File: config.mk
export PLATFORM = sky130hd
export DESIGN_NAME = cpu_debug_monitor
export DESIGN_NICKNAME = d
export VERILOG_FILES = /design/src/rtl/cpu_debug_monitor_pkg.sv /design/src/rtl/trace_fifo.sv /design/src/rtl/cpu_debug_monitor.sv
export SDC_FILE = /design/constraint.sdc
export NUM_CORES = 1
export LEC_CHECK = 0
export CAP_MARGIN = 20
export CORE_MARGIN = 5
export CORE_UTILIZATION = 26
export CTS_BUF_LIST = sky130_fd_sc_hd__clkbuf_8
export CTS_CLUSTER_SIZE = 10
export DETAILED_ROUTE_END_ITERATION = 12
export HOLD_SLACK_MARGIN = 0.1
export PLACE_DENSITY = 0.53
export SLEW_MARGIN = 10
export SYNTH_ARGS = -nofsm -noshare
export SYNTH_HDL_FRONTEND = slang
export SYNTH_HIERARCHICAL = 1
export SYNTH_SLANG_ARGS = --single-unit
File: constraint.sdc
create_clock -name clk -period 1.7 [get_ports clk]
set_input_delay 0.34 -clock clk [delete_from_list [all_inputs] [get_ports clk]]
set_output_delay 0.34 -clock clk [all_outputs]
set_load 0.01 [all_outputs]
File: src/rtl/cpu_debug_monitor_pkg.sv
// Shared defines for the CPU debug monitor: state encodings, default limits, bus widths.
// Latency: n/a (constants and helpers only).
// Backpressure: n/a.

`ifndef TEST_I_ADDR_WIDTH
`define TEST_I_ADDR_WIDTH 16
`endif

`ifndef STAGE_COUNT
`define STAGE_COUNT 5
`endif

package cpu_debug_monitor_pkg;

  localparam int DEF_HALT_COUNT     = 4;
  localparam int DEF_TIMEOUT_CYCLES = 4096;
  localparam int DEF_TRACE_DEPTH    = 16;

  typedef enum logic [2:0] {
    ST_IDLE    = 3'd0,
    ST_RUN     = 3'd1,
    ST_PASS    = 3'd2,
    ST_FAIL    = 3'd3,
    ST_TIMEOUT = 3'd4
  } mon_state_t;

  // A verdict is final once one of these states is reached; only reset leaves them.
  function automatic logic is_terminal(mon_state_t s);
    return (s == ST_PASS) || (s == ST_FAIL) || (s == ST_TIMEOUT);
  endfunction

endpackage

File: src/rtl/trace_fifo.sv
// Synchronous trace FIFO; pointers carry an extra wrap bit to tell full from empty.
// Latency: push visible at dout next cycle when empty; dout is the head read combinationally.
// Backpressure: push while full is accepted only with a simultaneous pop; pop while empty is ignored.

`ifdef CPU_MONITOR_TRACE_EN
module trace_fifo #(
  parameter int WIDTH = 16,
  parameter int DEPTH = 16
) (
  input  logic             clk,
  input  logic             reset,
  input  logic             push,
  input  logic             pop,
  input  logic [WIDTH-1:0] din,
  output logic [WIDTH-1:0] dout,
  output logic             full,
  output logic             empty
);

  localparam int AW = $clog2(DEPTH);

  logic [WIDTH-1:0] mem [DEPTH];
  logic [AW:0]      wr_ptr;
  logic [AW:0]      rd_ptr;
  logic             do_pop;
  logic             do_push;

  assign empty   = (wr_ptr == rd_ptr);
  assign full    = (wr_ptr[AW] != rd_ptr[AW]) && (wr_ptr[AW-1:0] == rd_ptr[AW-1:0]);
  assign do_pop  = pop && !empty;
  assign do_push = push && (!full || do_pop);
  assign dout    = mem[rd_ptr[AW-1:0]];

  // Pointer update; reset empties the FIFO by realigning the pointers.
  always_ff @(posedge clk or negedge reset) begin
    if (!reset) begin
      wr_ptr <= '0;
      rd_ptr <= '0;
    end else begin
      if (do_push) wr_ptr <= wr_ptr + 1'b1;
      if (do_pop)  rd_ptr <= rd_ptr + 1'b1;
    end
  end

  // Storage write; contents need no reset since the pointers mark them stale.
  always_ff @(posedge clk) begin
    if (do_push) mem[wr_ptr[AW-1:0]] <= din;
  end

endmodule
`endif

File: src/rtl/cpu_debug_monitor.sv
// Watches a CPU's PC/stage vector and reaches a PASS/FAIL/TIMEOUT verdict; optional PC trace FIFO.
// Latency: verdict outputs are registered and appear together with the state they reflect.
// Backpressure: none on the CPU side; trace pushes drop (trace_ovf) when the FIFO is full.
// Optional feature macro: CPU_MONITOR_TRACE_EN (trace FIFO compiled in when defined).

module cpu_debug_monitor
  import cpu_debug_monitor_pkg::*;
#(
  parameter int ADDR_W         = `TEST_I_ADDR_WIDTH,
  parameter int STAGES         = `STAGE_COUNT,
  parameter int HALT_COUNT     = DEF_HALT_COUNT,
  parameter int TIMEOUT_CYCLES = DEF_TIMEOUT_CYCLES,
  parameter int TRACE_DEPTH    = DEF_TRACE_DEPTH
) (
  input  logic              clk,
  input  logic              reset,
  input  logic [ADDR_W-1:0] debug_program_counter,
  input  logic [STAGES-1:0] debug_pipeline_stage,
  input  logic              result,
  output logic              done,
  output logic              pass,
  output logic              timeout,
  output logic [15:0]       retired,
  input  logic              trace_rd,
  output logic [ADDR_W-1:0] trace_data,
  output logic              trace_empty,
  output logic              trace_ovf
);

  localparam int WD_W = $clog2(TIMEOUT_CYCLES) + 1;
  localparam int HC_W = $clog2(HALT_COUNT) + 1;

  mon_state_t        state;
  mon_state_t        state_next;
  logic [WD_W-1:0]   wdog;
  logic [HC_W-1:0]   same_cnt;
  logic [HC_W-1:0]   same_cnt_next;
  logic [ADDR_W-1:0] last_pc;
  logic              in_run;
  logic              stage_bad;
  logic              retire;
  logic              halt;
  logic              wdog_expired;

  // A corrupted stage vector suppresses the retirement it might otherwise signal.
  assign in_run        = (state == ST_RUN);
  assign stage_bad     = !$onehot0(debug_pipeline_stage);
  assign retire        = in_run && !stage_bad && debug_pipeline_stage[STAGES-1];
  // same_cnt==0 means no retirement seen yet, so the first one always starts a run of 1.
  assign same_cnt_next = ((same_cnt != '0) && (debug_program_counter == last_pc))
                         ? same_cnt + 1'b1 : HC_W'(1);
  assign halt          = retire && (same_cnt_next == HC_W'(HALT_COUNT));
  assign wdog_expired  = (wdog == WD_W'(TIMEOUT_CYCLES - 1));

  // Next-state: bad stage beats halt, halt beats watchdog; terminal states hold.
  always_comb begin
    state_next = state;
    case (state)
      ST_IDLE: state_next = ST_RUN;
      ST_RUN: begin
        if (stage_bad)         state_next = ST_FAIL;
        else if (halt)         state_next = result ? ST_PASS : ST_FAIL;
        else if (wdog_expired) state_next = ST_TIMEOUT;
      end
      ST_PASS, ST_FAIL, ST_TIMEOUT: state_next = state;
      default: state_next = ST_IDLE;
    endcase
  end

  // State register and verdict outputs decoded from the state being entered.
  always_ff @(posedge clk or negedge reset) begin
    if (!reset) begin
      state   <= ST_IDLE;
      done    <= 1'b0;
      pass    <= 1'b0;
      timeout <= 1'b0;
    end else begin
      state   <= state_next;
      done    <= is_terminal(state_next);
      pass    <= (state_next == ST_PASS);
      timeout <= (state_next == ST_TIMEOUT);
    end
  end

  // Watchdog, saturating retirement counter and same-PC run tracking, all active only in RUN.
  always_ff @(posedge clk or negedge reset) begin
    if (!reset) begin
      wdog     <= '0;
      retired  <= '0;
      same_cnt <= '0;
      last_pc  <= '0;
    end else begin
      if (in_run) wdog <= wdog + 1'b1;
      if (retire) begin
        if (retired != 16'hFFFF) retired <= retired + 16'd1;
        same_cnt <= same_cnt_next;
        last_pc  <= debug_program_counter;
      end
    end
  end

`ifdef CPU_MONITOR_TRACE_EN
  logic fifo_full;

  trace_fifo #(
    .WIDTH(ADDR_W),
    .DEPTH(TRACE_DEPTH)
  ) u_trace_fifo (
    .clk  (clk),
    .reset(reset),
    .push (retire),
    .pop  (trace_rd),
    .din  (debug_program_counter),
    .dout (trace_data),
    .full (fifo_full),
    .empty(trace_empty)
  );

  // Sticky drop flag; a same-cycle pop frees the slot so nothing is lost.
  always_ff @(posedge clk or negedge reset) begin
    if (!reset)                                 trace_ovf <= 1'b0;
    else if (retire && fifo_full && !trace_rd)  trace_ovf <= 1'b1;
  end
`else
  logic [32:0] unused_trace;

  assign unused_trace = {trace_rd, 32'(TRACE_DEPTH)};
  assign trace_data   = '0;
  assign trace_empty  = 1'b1;
  assign trace_ovf    = 1'b0;
`endif

endmodule

==> metrics.yaml <==
outcome:
  outcome: "complete, but fails checks"
  violations: "setup timing"
synthesis:
  synth.area.top_cells: "dfrtp_1 (47%), xnor2_1 (12%), buf_4 (4.7%), mux2_1 (3.9%), mux2_2 (3.5%)"
  avg_synthesized_cell_area_um2: 11.9
  synth_enable_flop_cells: 0
  netlist_area_um2: 2880
  post-synth-top-area-fraction_pct: 47.0
  synth.ff_latch_count: 54
  yosysWarnings: 6
  synth_sequential_area_ratio_pct: 47.0
  yosysTopAreaCell: "dfrtp_1"
  syn-instance-count: 242
  synth-main-ff-cell: "dfrtp_1"
  yosys.cell_types.count: 50
  proportion_of_synthesized_flip_flops_having_asynchronous_set_or_reset_pct: 100
floorplan:
  top_level_ports: 62
  floorplan.initialDensity_pct: 26.5
  core_area_um2: 10800
  floorplan.die.width_um: 115
  die_area_um2: 13300
  row_count: 38
  chipHeight_um: 115
routing:
  route.detailed.drc: 0
  final_antenna_net_count: 0
  first_pass_iters: 3
  num_vias: 2042
  wl_um: 5970
  wl_per_cell_um: 12.5
  route.detailed.vias_per_inst: 4.27
  drtIter0Drc: 35
worst_hold_path:
  hold_path.class: "in -> async"
power:
  seqPwrFrac_pct: 53.4
  power_density_nw_per_um2: 583
  leakage_uw: 0.00202
  max-vdd-ir-drop_mv: 0.313
  switching_share_pct: 22.1
  combinationalPowerShare_pct: 9.4
  power_frac_clock_pct: 37.2
  total_switching_power_uw: 532
  intPower_uw: 1870
final_layout:
  antenna-diode-count: 0
  layout_commonest_cell: "dfrtp_1"
  total_number_of_nets_in_the_final_design: 370
  drive_gt1_share_pct: 34.0
  final_core_util_pct: 38.0
  finished_layout_cells: 478
  final_cell_mix: "dfrtp_1 (54), buf_4 (41), xnor2_1 (35)"
  area_growth_syn_to_layout_pct: 43.4
placement:
  placement.io_buffers: 42
  numPlacedInstances: 468
  dpl.hpwl_um: 4470
  place.gp.congestion: 0.815
  placement.setup.worst_slack_ns: -1.50
critical_path:
  ff2ff_setup_slack_ns: -0.28
  criticalPathCategory: "in -> reg"
  worst-endpoint-required_ns: 1.90
  cp.arrival_ns: 2.65
  critical_path.endpoint_type: "flop"
  cp_max_fo: 6
  crit_path_start_kind: "input pin"
grt:
  grt_antenna_before_repair: 0
  vias_in_the_first_global_route: 2209
  grt_start_max_net_pins: 40
  grt.overflow.total: 0
  global_route.usage.total_pct: 9.36
  grt_pass1_wl_um: 10100
sta:
  period_share_pct: 144
  setup_ws_ns: -0.752
  finalHoldViolCount: 0
  final_worst_hold_slack_ns: 0.478
  rsz0062_at_grt: "true"
  totalNegativeSetupSlack_ns: -26.23
  fin_skew_ns: 0.00492
  final_critical_path_time_including_i_o_delays_and_setup_ns: 2.45
  max_clock_freq_ghz: 0.408
  final-setup-viol-count: 42
  drv_slew: 0
cts:
  clk-insertion-delay-late_ns: 0.31
  clk_transition_reported_paths_ns: 0.10
  clock-sinks: 54
  tritoncts: "yes"
  clock_path_buffers: 2
  cts_buffers: 5
  root_buffer: "clkbuf_8"
  cts_max_level: 2
flow_run:
  cap_viol_max_count: 0
==> kinds of logic after synthesis <==
logic type	count (synthesis)	synth area share [%]
fa+ha+maj	7	3.57
other cells	2	0.261
simple gates	73	16.6
mux	20	7.79
compound gates	15	5.22
flops	54	47.0
buf+inv	27	6.18
xor+xnor	44	13.4
==> critical path, cell delays in order <==
cell	delay, ns
buf_6	0.09
fa_1	0.48
fa_2	0.38
ha_4	0.29
nor3b_4	0.04
o211ai_4	0.19
buf_12	0.15
buf_6	0.11
bufbuf_16	0.25
mux2_2	0.32
==> stage by stage <==
step	power, µW	area, µm²
4_1_cts	2450	4010
6_report	2400	4120
3_3_place_gp	1530	3790
2_1_floorplan	1440	2980
5_1_grt	2510	4120
3_5_place_dp	1540	3790
==> flip-flops by register name, indices dropped and copies added, names as in the netlist <==
name,count
done,1
last_pc,16
timeout,1
retired,16
wdog,13
state,3
same_cnt,3
pass,1
==> routing by layer <==
metal	track usage (%)	vias to the layer above	part of all wire, %
met5	0	-	0
met4	3.05	0	1.3
met3	2.16	9	5.3
met2	15.6	48	48
met1	12.0	988	46
li1	-	997	-
==> what timing repair did <==
action                     CTS  global route
pin swaps                   21            18
setup buffers                1             1
hold buffers                 1             0
resized for setup           36            23
gates cloned                 1             0
setup endpoints to repair   47            52
hold endpoints to repair    15             0
==> cells in the mapped netlist (2+ instances only) <==
master / number
mux2_1: 10
inv_1: 7
nand4_1: 10
nand2_1: 13
and3_1: 4
dfrtp_1: 54
conb_1: 2
nor3_1: 2
nand3_1: 14
a311oi_1: 2
and4_1: 2
buf_4: 18
a21oi_1: 2
a22o_1: 2
nor2_1: 8
fa_1: 2
xor2_1: 6
mux2_2: 9
xnor2_1: 38
nor3b_4: 2
and3_2: 2
ha_1: 5
==> power groups by stage <==
stage / Clock (µW) / Combinational, µW / Sequential, µW
global placement: 0 / 223 / 1310
detailed placement: 0 / 226 / 1310
CTS: 935 / 232 / 1280
floorplan: 0 / 131 / 1310
global route: 977 / 250 / 1280
finish: 895 / 226 / 1280
==> final cells by class <==
type	count	area, µm²
fill	1091	6720
multi-input combinational	177	1580
clock buffer	6	82.6
tap	140	175
inverter	7	26.3
timing repair buffer	93	881
clock inverter	1	30.0
sequential	54	1350
==> worst paths after layout <==
| kind | to | cells after the start | startpoint |
|---|---|---|---|
| max | last_pc[3] | 10 | debug_pipeline_stage[0] |
| min | retired[9] | 2 | reset |
| max reg2reg | state[0] | 6 | same_cnt[0] |
| min reg2reg | wdog[10] | 1 | wdog[10] |
| max in group asynchronous | pass | 3 | reset |
| min in group clk | wdog[10] | 1 | wdog[10] |
Note: power is estimated with default switching activity, not from simulation.
